--- src/rtl/fp_mul_scheduler_pkg.sv ---
`default_nettype none
// ============================================================================
//  Module   : fp_mul_scheduler_pkg
//  Purpose  : Shared types and constants for the FP multiplier scheduler.
//             This package holds the FSM state encoding and the
//             single-precision field layout.
//  Revision : 1.0 - initial release
// ============================================================================
package fp_mul_scheduler_pkg;

   typedef enum logic [1:0] {
      IDLE = 2'd0,
      MUL  = 2'd1,
      RESP = 2'd2
   } state_t;

   localparam int BIAS  = 127;
   localparam int EXP_W = 8;
   localparam int MAN_W = 23;

endpackage
`default_nettype wire

--- src/rtl/fp_mul_core.sv ---
`default_nettype none
// ============================================================================
//  Module   : fp_mul_core
//  Purpose  : Combinational single-precision multiply. It truncates the
//             result, and only an exact +0 operand is treated as special.
//  Ports    : a, b    - operands (IEEE-754 single layout)
//             product - a*b, sign/exponent/truncated mantissa
//  Revision : 1.0 - initial release
// ============================================================================
module fp_mul_core
   import fp_mul_scheduler_pkg::*;
#(
   parameter int XLEN = 32
) (
   input  logic [XLEN-1:0] a,
   input  logic [XLEN-1:0] b,
   output logic [XLEN-1:0] product
);

   localparam int SIGN_BIT = EXP_W + MAN_W;
   localparam int PROD_W   = 2 * (MAN_W + 1);

   logic              sign;
   logic [MAN_W:0]    man_a;
   logic [MAN_W:0]    man_b;
   logic [PROD_W-1:0] prod;
   logic [EXP_W-1:0]  exp_sum;
   logic [EXP_W-1:0]  exp_res;
   logic [MAN_W-1:0]  man_res;
   logic              unused_low_bits;

   always_comb begin
      sign    = a[SIGN_BIT] ^ b[SIGN_BIT];
      man_a   = {1'b1, a[MAN_W-1:0]};
      man_b   = {1'b1, b[MAN_W-1:0]};
      prod    = {{(MAN_W+1){1'b0}}, man_a} * {{(MAN_W+1){1'b0}}, man_b};
      // The exponent is 8-bit and wraps mod 256. No over/underflow detection.
      exp_sum = a[SIGN_BIT-1:MAN_W] + b[SIGN_BIT-1:MAN_W] - EXP_W'(BIAS);
      if (prod[PROD_W-1]) begin
         man_res = prod[PROD_W-2:MAN_W+1];
         exp_res = exp_sum + EXP_W'(1);
      end else begin
         man_res = prod[PROD_W-3:MAN_W];
         exp_res = exp_sum;
      end
      product = '0;
      if ((a != '0) && (b != '0)) begin
         product = XLEN'({sign, exp_res, man_res});
      end
   end

   // The truncated low product bits are intentionally discarded.
   assign unused_low_bits = ^prod[MAN_W-1:0];

endmodule
`default_nettype wire

--- src/rtl/fp_mul_scheduler.sv ---
`default_nettype none
// ============================================================================
//  Module   : fp_mul_scheduler
//  Purpose  : Round-robin arbiter that shares one fp_mul_core among NREQ
//             requesters. A request is accepted in IDLE. The product is
//             registered in MUL, and the result is held in RESP until the
//             consumer accepts it.
//  Ports    : clk, rst            - clock, synchronous active-high reset
//             req_valid/req_ready - per-requester handshake (ready one-hot)
//             req_a, req_b        - packed operands, slice i = requester i
//             rsp_valid/rsp_ready - result handshake
//             rsp_data, rsp_id    - product and owning requester index
//  Revision : 1.0 - initial release (NREQ must be >= 2)
// ============================================================================
module fp_mul_scheduler
   import fp_mul_scheduler_pkg::*;
#(
   parameter int NREQ = 4,
   parameter int XLEN = 32
) (
   input  logic                     clk,
   input  logic                     rst,
   input  logic [NREQ-1:0]          req_valid,
   output logic [NREQ-1:0]          req_ready,
   input  logic [NREQ*XLEN-1:0]     req_a,
   input  logic [NREQ*XLEN-1:0]     req_b,
   output logic                     rsp_valid,
   input  logic                     rsp_ready,
   output logic [XLEN-1:0]          rsp_data,
   output logic [$clog2(NREQ)-1:0]  rsp_id
);

   localparam int              IDW  = $clog2(NREQ);
   localparam logic [IDW-1:0]  LAST = IDW'(NREQ - 1);

   state_t          state;
   state_t          next_state;
   logic [IDW-1:0]  ptr;
   logic [IDW-1:0]  lat_id;
   logic [XLEN-1:0] op_a;
   logic [XLEN-1:0] op_b;
   logic [XLEN-1:0] product;

   logic            win_found;
   logic [IDW-1:0]  win_idx;
   logic [XLEN-1:0] sel_a;
   logic [XLEN-1:0] sel_b;
   logic            accept;

   // Round-robin search. The first pass covers indices ptr..NREQ-1.
   // The second pass wraps around and covers 0..ptr-1.
   always_comb begin
      win_found = 1'b0;
      win_idx   = '0;
      sel_a     = '0;
      sel_b     = '0;
      for (int i = 0; i < NREQ; i++) begin
         if (!win_found && (IDW'(i) >= ptr) && req_valid[i]) begin
            win_found = 1'b1;
            win_idx   = IDW'(i);
            sel_a     = req_a[i*XLEN +: XLEN];
            sel_b     = req_b[i*XLEN +: XLEN];
         end
      end
      for (int i = 0; i < NREQ; i++) begin
         if (!win_found && (IDW'(i) < ptr) && req_valid[i]) begin
            win_found = 1'b1;
            win_idx   = IDW'(i);
            sel_a     = req_a[i*XLEN +: XLEN];
            sel_b     = req_b[i*XLEN +: XLEN];
         end
      end
   end

   // FSM state register
   always_ff @(posedge clk) begin
      if (rst) begin
         state <= IDLE;
      end else begin
         state <= next_state;
      end
   end

   // FSM next-state logic and handshake outputs. Reset masks the grant
   // in the same cycle, so no operand is accepted while rst is high.
   always_comb begin
      next_state = state;
      req_ready  = '0;
      accept     = 1'b0;
      case (state)
         IDLE: begin
            if (win_found && !rst) begin
               req_ready  = NREQ'(1) << win_idx;
               accept     = 1'b1;
               next_state = MUL;
            end
         end
         MUL: begin
            next_state = RESP;
         end
         RESP: begin
            if (rsp_ready) begin
               next_state = IDLE;
            end
         end
         default: begin
            next_state = IDLE;
         end
      endcase
   end

   // Operand latch, priority pointer and response registers
   always_ff @(posedge clk) begin
      if (rst) begin
         ptr       <= '0;
         lat_id    <= '0;
         op_a      <= '0;
         op_b      <= '0;
         rsp_valid <= 1'b0;
         rsp_data  <= '0;
         rsp_id    <= '0;
      end else begin
         if (accept) begin
            op_a   <= sel_a;
            op_b   <= sel_b;
            lat_id <= win_idx;
            ptr    <= (win_idx == LAST) ? '0 : win_idx + IDW'(1);
         end
         if (state == MUL) begin
            rsp_data  <= product;
            rsp_id    <= lat_id;
            rsp_valid <= 1'b1;
         end
         if ((state == RESP) && rsp_ready) begin
            rsp_valid <= 1'b0;
         end
      end
   end

   fp_mul_core #(
      .XLEN (XLEN)
   ) u_core (
      .a       (op_a),
      .b       (op_b),
      .product (product)
   );

endmodule
`default_nettype wire

--- config.mk ---
export PLATFORM = sky130hd
export DESIGN_NAME = fp_mul_scheduler
export DESIGN_NICKNAME = d
export VERILOG_FILES = /design/src/rtl/fp_mul_scheduler_pkg.sv /design/src/rtl/fp_mul_core.sv /design/src/rtl/fp_mul_scheduler.sv
export SDC_FILE = /design/constraint.sdc
export NUM_CORES = 2
export LEC_CHECK = 0
export ABC_AREA = 1
export CAP_MARGIN = 20
export CELL_PAD_IN_SITES_DETAIL_PLACEMENT = 2
export CELL_PAD_IN_SITES_GLOBAL_PLACEMENT = 2
export CORE_ASPECT_RATIO = 0.75
export CORE_MARGIN = 2
export CORE_UTILIZATION = 34
export DETAILED_ROUTE_END_ITERATION = 8
export PLACE_DENSITY_LB_ADDON = 0.1
export SLEW_MARGIN = 15
export SYNTH_ARGS = -nofsm -noshare
export SYNTH_HDL_FRONTEND = slang
export SYNTH_SLANG_ARGS = --single-unit
--- constraint.sdc ---
create_clock -name clk -period 8.51 [get_ports clk]
set_input_delay 1.2765 -clock clk [delete_from_list [all_inputs] [get_ports clk]]
set_output_delay 1.2765 -clock clk [all_outputs]
set_load 0.02 [all_outputs]
* Word level (Yosys, flattened, before mapping)
Index checks and enable logic that the tools add are counted.
Word-level totals: register bits 105, bits of input ports 263, output and inout bits 39, word-level logic and storage cells 101
Cells by class: add/sub/neg operators 4, multipliers 1, $lt $le $gt $ge 8, equal/unequal tests 5, shifts and indexed selects 1, muxes and demuxes 42, bitwise gates (word level) 1, reductions and logical operators 31
Operators by type and width (count):
- two-way mux 32 bit | 17
- nonzero test 32 bit | 2
- multiplier 24 x 24 -> 48 bit | 1
- two-way mux 23 bit | 1
- logical AND 1 bit | 18
- two-way mux 2 bit | 9
- two-way mux 1 bit | 11
- adder 8 x 1 -> 8 bit (second input constant) | 1
- adder 8 bit | 1
- logical NOT 1 bit | 8
- two-way mux 4 bit | 2
- two-way mux 8 bit | 1
- subtractor 8 x 7 -> 8 bit (second input constant) | 1
- case mux 2 bit (3 select lines) | 1
- equality test 2 bit (second input constant) | 2
- greater-or-equal comparator 1 x 2 -> 1 bit (first input constant) | 2
- greater-or-equal comparator 2 bit (first input constant) | 2
- < comparator 1 x 2 -> 1 bit (first input constant) | 2
- < comparator 2 bit (first input constant) | 2
- inequality test 2 bit (second input constant) | 2
- << shifter 1 x 2 -> 4 bit (first input constant) | 1
- adder 2 x 1 -> 2 bit (second input constant) | 1
- equality test 2 x 1 -> 1 bit (second input constant) | 1
- logical NOT 2 bit | 1
- 3 further kinds | 3

* Logic depth before layout (Yosys ltp)
depth after elaboration 34, depth in mapped cells 33, mapped depth without buffers 31

* Modules after synthesis
From an unflattened synthesis, not the netlist that was laid out.
Second synthesis, totals: cells, all modules 4571, area, all modules 29838.6 µm²
Modules (own cells, without submodules):
- fp_mul_core | times used 1, cells each 2946, area an instance 21087.7 µm², seq. area each 0.0 µm²
- fp_mul_scheduler | times used 1, cells each 1625, area an instance 8750.9 µm², seq. area each 2102.0 µm²

* Worst setup path after synthesis
No wires, ideal clock.
path kind register to register, start register op_a[13], end register rsp_data[26], library setup time 132 ps, arrival time 6372 ps, required time 8378 ps, slack 2006 ps, stages on the path, launching flop included 33, path buffers 3, clock period less this slack 6504 ps, path through dfxtp_1 > clkbuf_1 > clkbuf_1 > nand2_1 > fa_1 > inv_1 > fa_1 > inv_1 > fa_1 > inv_1 > fa_1 > inv_1 > fa_1 > inv_1 > fa_1 > inv_1 > fa_1 > inv_1 > ha_1 > nand2_1 > nor2_1 > inv_1 > nor2_1 > nand2_1 > nor2_1 > nand2_1 > nand3_1 > nand2_1 > nand2_1 > buf_2 > nand2_1 > nand3_1 > a21oi_1
On the way: longest elaborated chain between the ends 3, elaborated cells between the ends (all ways) 5, classes of those cells mul (1); mux (2); reduce/logical (2)
Ends and longest elaborated chain:
- start: declaration | line fp_mul_scheduler.sv:40 | logic [XLEN-1:0] op_a;
- start signal: assignment | line fp_mul_scheduler.sv:124 | op_a <= sel_a;
- multiplier 24 x 24 -> 48 bit or nonzero test 32 bit (tied branches) | line fp_mul_core.sv:36, fp_mul_core.sv:47
- two-way mux 8 bit or logical AND 1 bit (tied branches) | line fp_mul_core.sv:39, fp_mul_core.sv:47
- two-way mux 32 bit (*) | line fp_mul_core.sv:47 | if ((a != '0) && (b != '0)) begin
- end signal: assignment | line fp_mul_scheduler.sv:130 | rsp_data <= product;
- end: declaration | line fp_mul_scheduler.sv:29 | output logic [XLEN-1:0] rsp_data,
Mark *: on every way between the ends. The rest lies on a longest branch, timed or not. A chain may end at the register's enable or synchronous reset.

* Final worst setup path
start register op_a[11], end register rsp_data[5]
On the way: longest elaborated chain between the ends 3, elaborated cells between the ends (all ways) 5, classes of those cells mul (1); mux (2); reduce/logical (2)
Ends and longest elaborated chain (line):
- multiplier 24 x 24 -> 48 bit or nonzero test 32 bit (tied branches) | fp_mul_core.sv:36, fp_mul_core.sv:47
- two-way mux 23 bit or logical AND 1 bit (tied branches) | fp_mul_core.sv:39, fp_mul_core.sv:47
- two-way mux 32 bit (*) | fp_mul_core.sv:47
Marks and branches as above.

==> results list <==
- For this design the top-level I/O count stands at 302.
- Drt initial violations: 1323
* Slew Viols, Final: 0
- Post-detailed-route count of antenna-violating nets: 0
* TritonCTS clock tree: yes
- Detailed placement ended at an HPWL of about 96 mm.
* Site row count: 89
* IO Port Bufs: 301
- Number of distinct library cells after synthesis: 37
- Result of the run: complete, no violations
- The worst path uses around 90% of the clock period.
- The min-delay analysis places its worst path in the category flip-flop to flip-flop.
- For the final routed database, the setup TNS stands at 0 ns.
- In this run the power density over the cells is ~210 nW/um^2.
- Endpoint required time on the critical path: 8.79 ns
* Area growth from synthesis to layout: 16.1%
- The routed design has 113 mm of wire.
- RSZ-0062 raised after global routing: false
- IR analysis of the VDD net gives a maximum drop of between 150 and 200 uV.
- Post-synthesis average cell area: between 7 and 8 um^2
- The routed design could run at a clock period as short as about 7.7 ns.
* Area of the core: a little under 80000 um^2
- H-tree levels: 3
- Maximum cell stage delay along the critical path: 0.99 ns
* Height of the chip: 249 um
- Total via count after detailed routing: 25400
- STA classifies the critical path startpoint as a flip-flop.
- Sum of overflow across all layers after global routing: 0
- Max Buffers Root-to-Sink: 2
- For this design the static power due to leakage is approximately 17 nW.
- Cell at the root of the clock tree: clkbuf_16
* Max-cap viol count: 0
- Post-cts repair resize count: 0
* Overall die width: 331 um
- Setup violations remaining at the end of the flow were counted as 0.
* All-Layer GR Usage: 28.1%
- Along the worst path, the maximum fanout reaches 26.
* Initial core utilization: around 34%
- Post-synthesis instance area: 27200 um^2
* Slew @ Worst Pin: 1.08 ns
- Post-CTS setup buffers: 0
- Dominant cell type by count on the critical path: fa_1
- Finished Layout Cells: roughly 5000
* Peak clock frequency supported by timing: 0.130 GHz
* Placed cell count: roughly 5000
- Async SR Flop Fraction: 0%
* Relative max-transition margin: between 20 and 30%
- Max Clock Skew: around 0.019 ns
- Sequential element share of the synthesized area: 7.73%
- Antenna violations before repair: 12
- After detailed routing, the number of vias per cell comes to 5.04.
- TritonCTS Sinks: between 100 and 150
* Cell count after synthesis: 3814
- The die covers 82300 um^2.
- The worst setup path is of the flip-flop to flip-flop kind.
- Final weighted congestion in routability-driven placement: 0.943
- The number of nets in the synthesized netlist is roughly 4700.
* CTS clk-pin slew, worst paths: roughly 0.10 ns
* Number of synthesized flops with an enable pin: 0
- Yosys reg bits: 105
* Number of warnings printed during yosys synthesis: 0
- Drc violations: 0
- Entering global routing, the biggest net connects 67 pins.
* Via count of the first global-routing pass: 28700
- WL/cell: between 20 and 25 um
- For this design, the CTS-stage hold fixing added 0 buffers.
- Data on the critical path arrives at its endpoint at 7.95 ns.
* Crit path capture type: flip-flop
- TritonCTS created 9 clock buffers.
- Standard cell with the maximum stage delay on the critical path: dfxtp_1
- The post-route netlist has 3.73% of its cells at a drive strength greater than 1.
- Global-route wire length before repair: around 180 mm
- Clock insertion delay at the later pin of the skew report: between 0.4 and 0.5 ns
- The pre-antenna-repair detailed-routing pass consisted of 5 iterations.
* Dominant synthesized flop cell: dfxtp_1
* Hold Violations, Final: 0
- At the end of the flow, the number of nets in the layout was a little under 5000.
## through the flow
| stage | hold slack [ns] | power, mW | utilization [%] | setup slack (ns) | instance area [um^2] |
|---|---|---|---|---|---|
| floorplan | 0.445 | 3.90 | - | 2.01 | 27200 |
| global placement | 0.457 | 6.08 | 39.6 | 0.989 | 31200 |
| detailed placement | 0.464 | 6.21 | 39.6 | 0.874 | 31200 |
| CTS | 0.484 | 6.74 | 39.9 | 0.847 | 31500 |
| global route | 0.510 | 7.37 | 40.0 | 0.313 | 31600 |
| finish | 0.476 | 6.64 | 40.0 | 0.836 | 31600 |
## final timing paths
| check | end | cells past startpoint | slack [ns] | from |
|---|---|---|---|---|
| setup / recovery | rsp_data[5]$_SDFFE_PP0N_ | 25 | 0.84 | op_a[11]$_SDFFE_PP0P_ |
| setup reg to reg | rsp_data[5]$_SDFFE_PP0N_ | 25 | 0.84 | op_a[11]$_SDFFE_PP0P_ |
| hold / removal | rsp_data[28]$_SDFFE_PP0N_ | 2 | 0.48 | rsp_data[28]$_SDFFE_PP0N_ |
| hold reg to reg | rsp_data[28]$_SDFFE_PP0N_ | 2 | 0.48 | rsp_data[28]$_SDFFE_PP0N_ |
## critical path, delay by kind of cell, from the launching register on
family,cells,cell delay (ns)
AOI/OAI and AO/OA,4,0.82
adders and majority gates,8,3.94
buffers and inverters,6,1.05
DFF,1,0.99
and+or+nand+nor,7,0.74
## area by class of cell
class                      count  area (um^2)
inverter                    1003         3770
multi-input combinational   2491        20500
clock buffer                   9          225
sequential                   105         2110
timing repair buffer         380         3610
clock inverter                 7         75.1
fill                        9388        47400
tap                         1046         1310
antenna                        4         10.0
## cell usage after synthesis (8+ instances only)
cell,count,area [um^2]
nand2_1,988,3710
inv_1,984,3690
fa_1,482,9650
a21oi_1,266,1330
ha_1,187,2340
clkbuf_1,178,668
nand3_1,158,791
dfxtp_1,105,2100
nor2_1,98,368
o21ai_0,78,390
o211ai_1,51,383
a22o_1,50,438
buf_2,27,135
nand4_1,23,144
inv_2,17,63.8
nor4_1,15,93.8
xnor2_1,15,131
nand3_2,12,120
o211ai_2,10,125
nor3_1,9,45.0
nand3b_1,8,60.1
xor2_1,8,70.1
## kinds of logic (layout without fill, tap and decap cells)
family / after synthesis / count (layout) / synth area share (%)
AOI/OAI and AO/OA: 479 / 479 / 10.4
xor gates and xnor gates: 23 / 23 / 0.741
adders and majority gates: 669 / 669 / 44.1
buffers and inverters: 1218 / 1399 / 17.1
DFF: 105 / 105 / 7.73
other: 0 / 4 / 0
and+or+nand+nor: 1320 / 1320 / 19.9
## layer usage
layer,global-route usage [%],share of wire (%),vias up
met5,0,0.088,-
met4,2.87,0.61,14
met3,3.65,4.1,55
met2,45.5,46,447
met1,41.2,49,13200
li1,-,-,11700
## sequential cells by signal, indices dropped and copies added (netlist names)
register / count
rsp_valid: 1
state: 2
ptr: 2
rsp_data: 32
op_b: 32
op_a: 32
rsp_id: 2
lat_id: 2
## power breakdown
part / switching, mW / internal [mW]
Sequential: 0.217 / 0.585
Clock: 0.256 / 0.208
Combinational: 3.48 / 1.90
Total: 3.95 / 2.69
## layout by cell type (no fill, tap or decap), drive strengths merged, types with 4 or more instances in the layout
| master | synthesis | layout |
|---|---|---|
| a21o | 4 | 4 |
| a21oi | 266 | 266 |
| a22o | 50 | 50 |
| a31oi | 4 | 4 |
| buf | 37 | 79 |
| clkbuf | 178 | 9 |
| clkdlybuf4s50 | 0 | 301 |
| clkinv | 2 | 5 |
| dfxtp | 105 | 105 |
| diode | 0 | 4 |
| fa | 482 | 482 |
| ha | 187 | 187 |
| inv | 1001 | 1005 |
| nand2 | 990 | 990 |
| nand3 | 170 | 170 |
| nand3b | 8 | 8 |
| nand4 | 23 | 23 |
| nor2 | 102 | 102 |
| nor3 | 9 | 9 |
| nor4 | 15 | 15 |
| o211ai | 61 | 61 |
| o21a | 7 | 7 |
| o21ai | 78 | 78 |
| o21bai | 7 | 7 |
| xnor2 | 15 | 15 |
| xor2 | 8 | 8 |
(Power assumes the default switching activity.)
